`config.mk`:
```
export PLATFORM = sky130hd
export DESIGN_NAME = pwm_duty_bank_flat
export DESIGN_NICKNAME = d
export VERILOG_FILES = /design/src/rtl/pwm_pkg.sv /design/src/rtl/pwm_duty_bank_if.sv /design/src/rtl/duty_slew_ch.sv /design/src/rtl/pwm_duty_bank.sv /design/src/flat_wrapper.sv
export SDC_FILE = /design/constraint.sdc
export NUM_CORES = 1
export LEC_CHECK = 0
export ABC_AREA = 1
export CAP_MARGIN = 20
export CORE_ASPECT_RATIO = 1.4
export CORE_MARGIN = 2
export CORE_UTILIZATION = 50
export DETAILED_ROUTE_END_ITERATION = 8
export GPL_ROUTABILITY_DRIVEN = 0
export HOLD_SLACK_MARGIN = 0.03
export PLACE_DENSITY = 0.78
export SKIP_LAST_GASP = 1
export SLEW_MARGIN = 20
export SYNTH_ARGS = -nofsm -noshare
export SYNTH_HDL_FRONTEND = slang
export SYNTH_HIERARCHICAL = 1
export SYNTH_SLANG_ARGS = --single-unit
```
`constraint.sdc`:
```
create_clock -name clk -period 7.8 [get_ports clk]
set_input_delay 1.17 -clock clk [delete_from_list [all_inputs] [get_ports clk]]
set_output_delay 1.17 -clock clk [all_outputs]
set_load 0.01 [all_outputs]
```
`src/rtl/pwm_pkg.sv`:
```
// Shared definitions for the PWM duty bank: default width, channel-select width,
// reset duty spread across channels and the packed duty bus layout.
package pwm_pkg;

   localparam int DUTY_W_DEF = 8;

   function automatic int ch_w(input int num_ch);
      return (num_ch <= 1) ? 1 : $clog2(num_ch);
   endfunction

   // D(i) = ((i+1) * 2^duty_w) / (num_ch+1): evenly spread defaults, none at 0 or full scale
   function automatic longint unsigned default_duty(input int i, input int num_ch, input int duty_w);
      longint unsigned full;
      full = longint'(1) << duty_w;
      return (longint'(i + 1) * full) / longint'(num_ch + 1);
   endfunction

   // Channel i occupies duty_out[duty_lsb(i) +: duty_w]
   function automatic int duty_lsb(input int ch, input int duty_w);
      return ch * duty_w;
   endfunction

endpackage

```
`src/rtl/pwm_duty_bank_if.sv`:
```
// Host-side register port and PWM-side duty outputs of the duty bank.
interface pwm_duty_bank_if import pwm_pkg::*; #(
   parameter int NUM_CH = 4,
   parameter int DUTY_W = DUTY_W_DEF
);
   localparam int CH_W = ch_w(NUM_CH);

   // All inputs are single-cycle strobes sampled every clk; there is no
   // backpressure, so a strobe high at a rising edge is always accepted.
   logic                     we;
   logic [CH_W-1:0]          ch_sel;
   logic [DUTY_W-1:0]        duty_in;
   logic                     commit;
   logic                     period_end;
   logic                     slew_en;
   logic [DUTY_W-1:0]        slew_step;
   logic [NUM_CH*DUTY_W-1:0] duty_out;
   logic                     pending;
   logic                     busy;
   logic                     wr_err;

   modport master (
      output we, ch_sel, duty_in, commit, period_end, slew_en, slew_step,
      input  duty_out, pending, busy, wr_err
   );

   modport slave (
      input  we, ch_sel, duty_in, commit, period_end, slew_en, slew_step,
      output duty_out, pending, busy, wr_err
   );

endinterface

```
`src/rtl/duty_slew_ch.sv`:
```
// One channel's target/active duty pair; active moves only on period_end,
// either loading the target directly or stepping toward it by at most slew_step.
module duty_slew_ch #(
   parameter int              DUTY_W  = 8,
   parameter logic [DUTY_W-1:0] RST_VAL = '0
) (
   input  logic              clk,
   input  logic              rst,
   input  logic              period_end,
   input  logic              load,
   input  logic [DUTY_W-1:0] new_target,
   input  logic              slew_en,
   input  logic [DUTY_W-1:0] slew_step,
   output logic [DUTY_W-1:0] duty,
   output logic              at_target
);

   logic [DUTY_W-1:0] target;
   logic [DUTY_W-1:0] gap;
   logic [DUTY_W-1:0] step;
   logic              up;

   // Step is clipped to the remaining gap, so no wrap at either end of the range
   always_comb begin
      up   = target > duty;
      gap  = up ? (target - duty) : (duty - target);
      step = (slew_step < gap) ? slew_step : gap;
   end

   always_ff @(posedge clk or posedge rst) begin
      if (rst) begin
         target <= RST_VAL;
         duty   <= RST_VAL;
      end else if (period_end) begin
         if (load) target <= new_target;
         if (!slew_en)  duty <= load ? new_target : target;
         else if (up)   duty <= duty + step;
         else           duty <= duty - step;
      end
   end

   assign at_target = (duty == target);

endmodule

```
`src/rtl/pwm_duty_bank.sv`:
```
// Multi-channel double-buffered PWM duty bank: host writes shadow registers,
// a commit moves all shadows to the channel targets at the next period boundary.
module pwm_duty_bank import pwm_pkg::*; #(
   parameter int NUM_CH = 4,
   parameter int DUTY_W = DUTY_W_DEF
) (
   input logic             clk,
   input logic             rst,
   pwm_duty_bank_if.slave  bus
);

   localparam int CH_W = ch_w(NUM_CH);

   logic [DUTY_W-1:0]        shadow [NUM_CH];
   logic [NUM_CH*DUTY_W-1:0] duty_bus;
   logic [NUM_CH-1:0]        at_target;
   logic                     pending_q;
   logic                     wr_err_q;
   logic                     sel_ok;
   logic                     xfer;

   assign sel_ok = ({1'b0, bus.ch_sel} < (CH_W + 1)'(NUM_CH));
   // A commit on the boundary cycle itself transfers immediately
   assign xfer   = bus.period_end & (pending_q | bus.commit);

   always_ff @(posedge clk or posedge rst) begin
      if (rst) begin
         for (int i = 0; i < NUM_CH; i++)
            shadow[i] <= DUTY_W'(default_duty(i, NUM_CH, DUTY_W));
      end else if (bus.we && sel_ok) begin
         shadow[bus.ch_sel] <= bus.duty_in;
      end
   end

   always_ff @(posedge clk or posedge rst) begin
      if (rst) begin
         pending_q <= 1'b0;
         wr_err_q  <= 1'b0;
      end else begin
         wr_err_q <= bus.we & ~sel_ok;
         if (xfer)            pending_q <= 1'b0;
         else if (bus.commit) pending_q <= 1'b1;
      end
   end

   for (genvar g = 0; g < NUM_CH; g++) begin : g_ch
      duty_slew_ch #(
         .DUTY_W  (DUTY_W),
         .RST_VAL (DUTY_W'(default_duty(g, NUM_CH, DUTY_W)))
      ) u_ch (
         .clk        (clk),
         .rst        (rst),
         .period_end (bus.period_end),
         .load       (xfer),
         .new_target (shadow[g]),
         .slew_en    (bus.slew_en),
         .slew_step  (bus.slew_step),
         .duty       (duty_bus[duty_lsb(g, DUTY_W) +: DUTY_W]),
         .at_target  (at_target[g])
      );
   end

   assign bus.duty_out = duty_bus;
   assign bus.pending  = pending_q;
   assign bus.wr_err   = wr_err_q;
   assign bus.busy     = pending_q | ~(&at_target);

endmodule

```
`src/flat_wrapper.sv`:
```
// flat-port wrapper written by rule: the top's interface ports become plain ports
module pwm_duty_bank_flat import pwm_pkg::*;
#(
   parameter int NUM_CH = 4,
   parameter int DUTY_W = DUTY_W_DEF
)
  (clk, rst, bus_we, bus_ch_sel, bus_duty_in, bus_commit, bus_period_end, bus_slew_en, bus_slew_step, bus_duty_out, bus_pending, bus_busy, bus_wr_err);
  pwm_duty_bank_if #(.NUM_CH(NUM_CH), .DUTY_W(DUTY_W)) bus_i ();
  input logic clk;
  input logic rst;
  input wire logic [$bits(bus_i.we)-1:0] bus_we;
  input wire logic [$bits(bus_i.ch_sel)-1:0] bus_ch_sel;
  input wire logic [$bits(bus_i.duty_in)-1:0] bus_duty_in;
  input wire logic [$bits(bus_i.commit)-1:0] bus_commit;
  input wire logic [$bits(bus_i.period_end)-1:0] bus_period_end;
  input wire logic [$bits(bus_i.slew_en)-1:0] bus_slew_en;
  input wire logic [$bits(bus_i.slew_step)-1:0] bus_slew_step;
  output wire logic [$bits(bus_i.duty_out)-1:0] bus_duty_out;
  output wire logic [$bits(bus_i.pending)-1:0] bus_pending;
  output wire logic [$bits(bus_i.busy)-1:0] bus_busy;
  output wire logic [$bits(bus_i.wr_err)-1:0] bus_wr_err;
  assign bus_i.we = bus_we;
  assign bus_i.ch_sel = bus_ch_sel;
  assign bus_i.duty_in = bus_duty_in;
  assign bus_i.commit = bus_commit;
  assign bus_i.period_end = bus_period_end;
  assign bus_i.slew_en = bus_slew_en;
  assign bus_i.slew_step = bus_slew_step;
  assign bus_duty_out = bus_i.duty_out;
  assign bus_pending = bus_i.pending;
  assign bus_busy = bus_i.busy;
  assign bus_wr_err = bus_i.wr_err;
  pwm_duty_bank #(.NUM_CH(NUM_CH), .DUTY_W(DUTY_W)) u_core (.clk(clk), .rst(rst), .bus(bus_i));
endmodule
```
==> reports/metrics.cfg <==
[global_routing]
grt_pass1_vias = 9518
grtUsageTotal = 0.244
grt_max_degree = 41
grt_pass1_wl_um = 44600
antenna_found_initial = 0
grt-ovfl-total = 0

[placement]
dpl.hpwl_um = 21000
port-buffer-count = 57
post-place-ws_ps = 1640
placed_cell_area_um2 = 11000

[synthesis]
yosysWarnings = 6
syn_nets = 1611
synth_area_um2 = 10400
synth_edf_count = 0
synth_compound_area_frac = 0.141
synth.area.mux_share = 0.00768
synthAdderAreaFrac = 0.153
ys_ff_latch = 97
synth-seq-area-share = 0.238
postSynth.asyncResetShare = 1.00
syn_inst = 1467
avgSynthCellArea_um2 = 7.11
synth_top_family_by_area = simple AND/OR/NAND/NOR gates
synth_flop_cell = dfrtp_1
yosys.area_share.xor_xnor = 0.0554
ys_types = 51
yosys.area_share.simple = 0.296

[cells_and_area]
stdcell_area_um2 = 11400
drive_gt1_frac = 0.0995
fin_nets = 1637
diodes = 0
area_growth_pct = 8.85

[clock_tree]
cts-buffers-inserted = 9
cts_buffer_depth = 2
ctsRootBufferMaster = clkbuf_16
clkTransAtPathRegs_ps = 70
htree_levels = 3
hold_buffers = 0
clk_latency_ps = 350
cts_resized = 0
cts_tree = yes
post_cts_buffers = 0
cts_num_sinks = 97

[critical_path]
reg2reg_from = u_core/g_ch[1].u_ch/duty[5]
cp_max_fo = 13
critical_path_class = flip-flop to flip-flop
cp-end-kind = flip-flop
crit_slowest_cell = a211oi_1
reg2reg_depth = 35
crit_top_cell = nand2_1
worst_ep_arrival_time_ps = 6470
timing.rr.end = u_core/g_ch[1].u_ch/duty[7]
critPathLaunch = u_core/g_ch[1].u_ch/duty[5]
slowest_delay_ps = 830
crit_required_ps = 8050
cp-start-kind = flip-flop
reg2reg_slack_ps = 1580

[drt]
ant_nets = 0
wl_per_cell_um = 15.3
first_iter_violations = 572
num_vias = 9650
drc = 0
viasPerCell = 5.50
drt-total-wl_um = 26800
dr.pass1.iters = 5

[timing]
worst_pin_slew_ps = 1060
finClkSkew_ps = 11.7
setup_viol = 0
grt_setup_unrepaired = false
fmax_mhz = 161
relSlewSlack = 0.287
worst_slack_ps = 1580
final_max_slew_viol_count = 0
fin_tns_setup_ps = 0
period_share = 0.798
hold_viol = 0
period_minus_slack_ps = 6220

[job]
cap_violations = 0

[worst_hold_path]
min_to = u_core/shadow[22]
hold_depth = 2
holdCritStartpoint = u_core/shadow[22]
min_path_type = flip-flop to flip-flop

[floorplan]
start_util = 0.509
rows = 62
core_um2 = 20500
dieWidth_um = 126
die_y_um = 175
fp.dieArea_um2 = 22000
io_pins = 59

[run_status]
status = complete, no violations

how the worst max path moves through the flow:
stage / cells past startpoint / slack [ps] / to
2_1_floorplan: 37 / 2420 / u_core/g_ch[1].u_ch/duty[7]
3_3_place_gp: 27 / 1910 / u_core/g_ch[1].u_ch/duty[7]
3_5_place_dp: 35 / 1640 / u_core/g_ch[1].u_ch/duty[7]
4_1_cts: 35 / 1630 / u_core/g_ch[1].u_ch/duty[7]
5_1_grt: 35 / 990 / u_core/g_ch[1].u_ch/duty[7]
6_report: 35 / 1580 / u_core/g_ch[1].u_ch/duty[7]
layer usage:
metal  GRT usage  wire length, µm  part of all wire  vias up
met4       0.114             1030             0.039        0
met3      0.0260             1210             0.045       51
met1       0.301            11400              0.43     4508
met2       0.427            13100              0.49      261
li1            -                -                 -     4830
met5           0                0                 0        -
synthesized netlist by cell type, types with 8 or more instances:
library cell,number,area [µm²]
a22oi_1,8,60.1
xnor2_1,16,140
mux2i_1,8,80.1
nand2_4,16,180
xor2_1,50,438
nand4_1,31,194
nor2_1,87,327
o211ai_1,10,75.1
ha_1,108,1350
nand2_1,366,1370
inv_1,204,766
nand3b_1,16,120
a21o_1,9,67.6
a21oi_1,92,460
nand3_1,87,435
dfstp_2,48,1260
nand2_2,27,169
buf_4,18,135
o221ai_1,8,70.1
clkbuf_1,19,71.3
dfrtp_1,49,1230
fa_1,12,240
o21ai_0,94,470
registers in the layout, indices dropped and copies added, names as in the netlist:
signal                   flops
u_core/g_ch.u_ch/duty       32
u_core/g_ch.u_ch/target     32
u_core/shadow               32
u_core/bus.pending           1
cell families after synthesis:
group | count (synthesis)
AOI/OAI and AO/OA | 256
xor gates and xnor gates | 66
adders and majority gates | 120
buffers and inverters | 261
DFF | 97
muxes | 8
other | 1
and+or+nand+nor | 658
metrics by stage:
step / std cells / hold WS (ps) / utilization
finish: 1754 / 467 / 0.554
global route: 1754 / 491 / 0.554
CTS: 1754 / 467 / 0.554
detailed placement: 1738 / 455 / 0.539
global placement: 1738 / 455 / 0.539
floorplan: 1467 / 442 / -
worst max-delay path: cells and delay by family, from the launching register on:
kind	cells	cell delay (ps)
buffers and inverters	2	110
adder cells (fa/ha/maj)	3	1080
flip-flops	1	560
AND/OR/NAND/NOR	22	2040
AO/OA/AOI/OAI	6	1920
XOR/XNOR	2	380
cell type report:
cell class	instances	area [µm²]
multi-input combinational	1109	6830
fill	2001	9130
inverter	212	796
clock inverter	5	63.8
tap	256	320
timing repair buffer	64	618
clock buffer	11	243
sequential	97	2490
placed cells by master, fill, tap and decap left out, types with 9 or more instances in the layout:
cell | netlist | layout
a21o_1 | 9 | 9
a21oi_1 | 92 | 92
clkbuf_16 | 0 | 9
clkdlybuf4s50_1 | 0 | 56
dfrtp_1 | 49 | 49
dfstp_2 | 48 | 48
fa_1 | 12 | 12
ha_1 | 108 | 108
inv_1 | 204 | 204
nand2_1 | 366 | 366
nand2_2 | 27 | 27
nand2_4 | 16 | 16
nand3_1 | 87 | 87
nand3b_1 | 16 | 16
nand4_1 | 31 | 31
nor2_1 | 87 | 86
o211ai_1 | 10 | 10
o21ai_0 | 94 | 94
xnor2_1 | 16 | 16
xor2_1 | 50 | 50
Power is not shown: default switching activity piles up to over one toggle a cycle in this logic, so the estimate is an artifact.
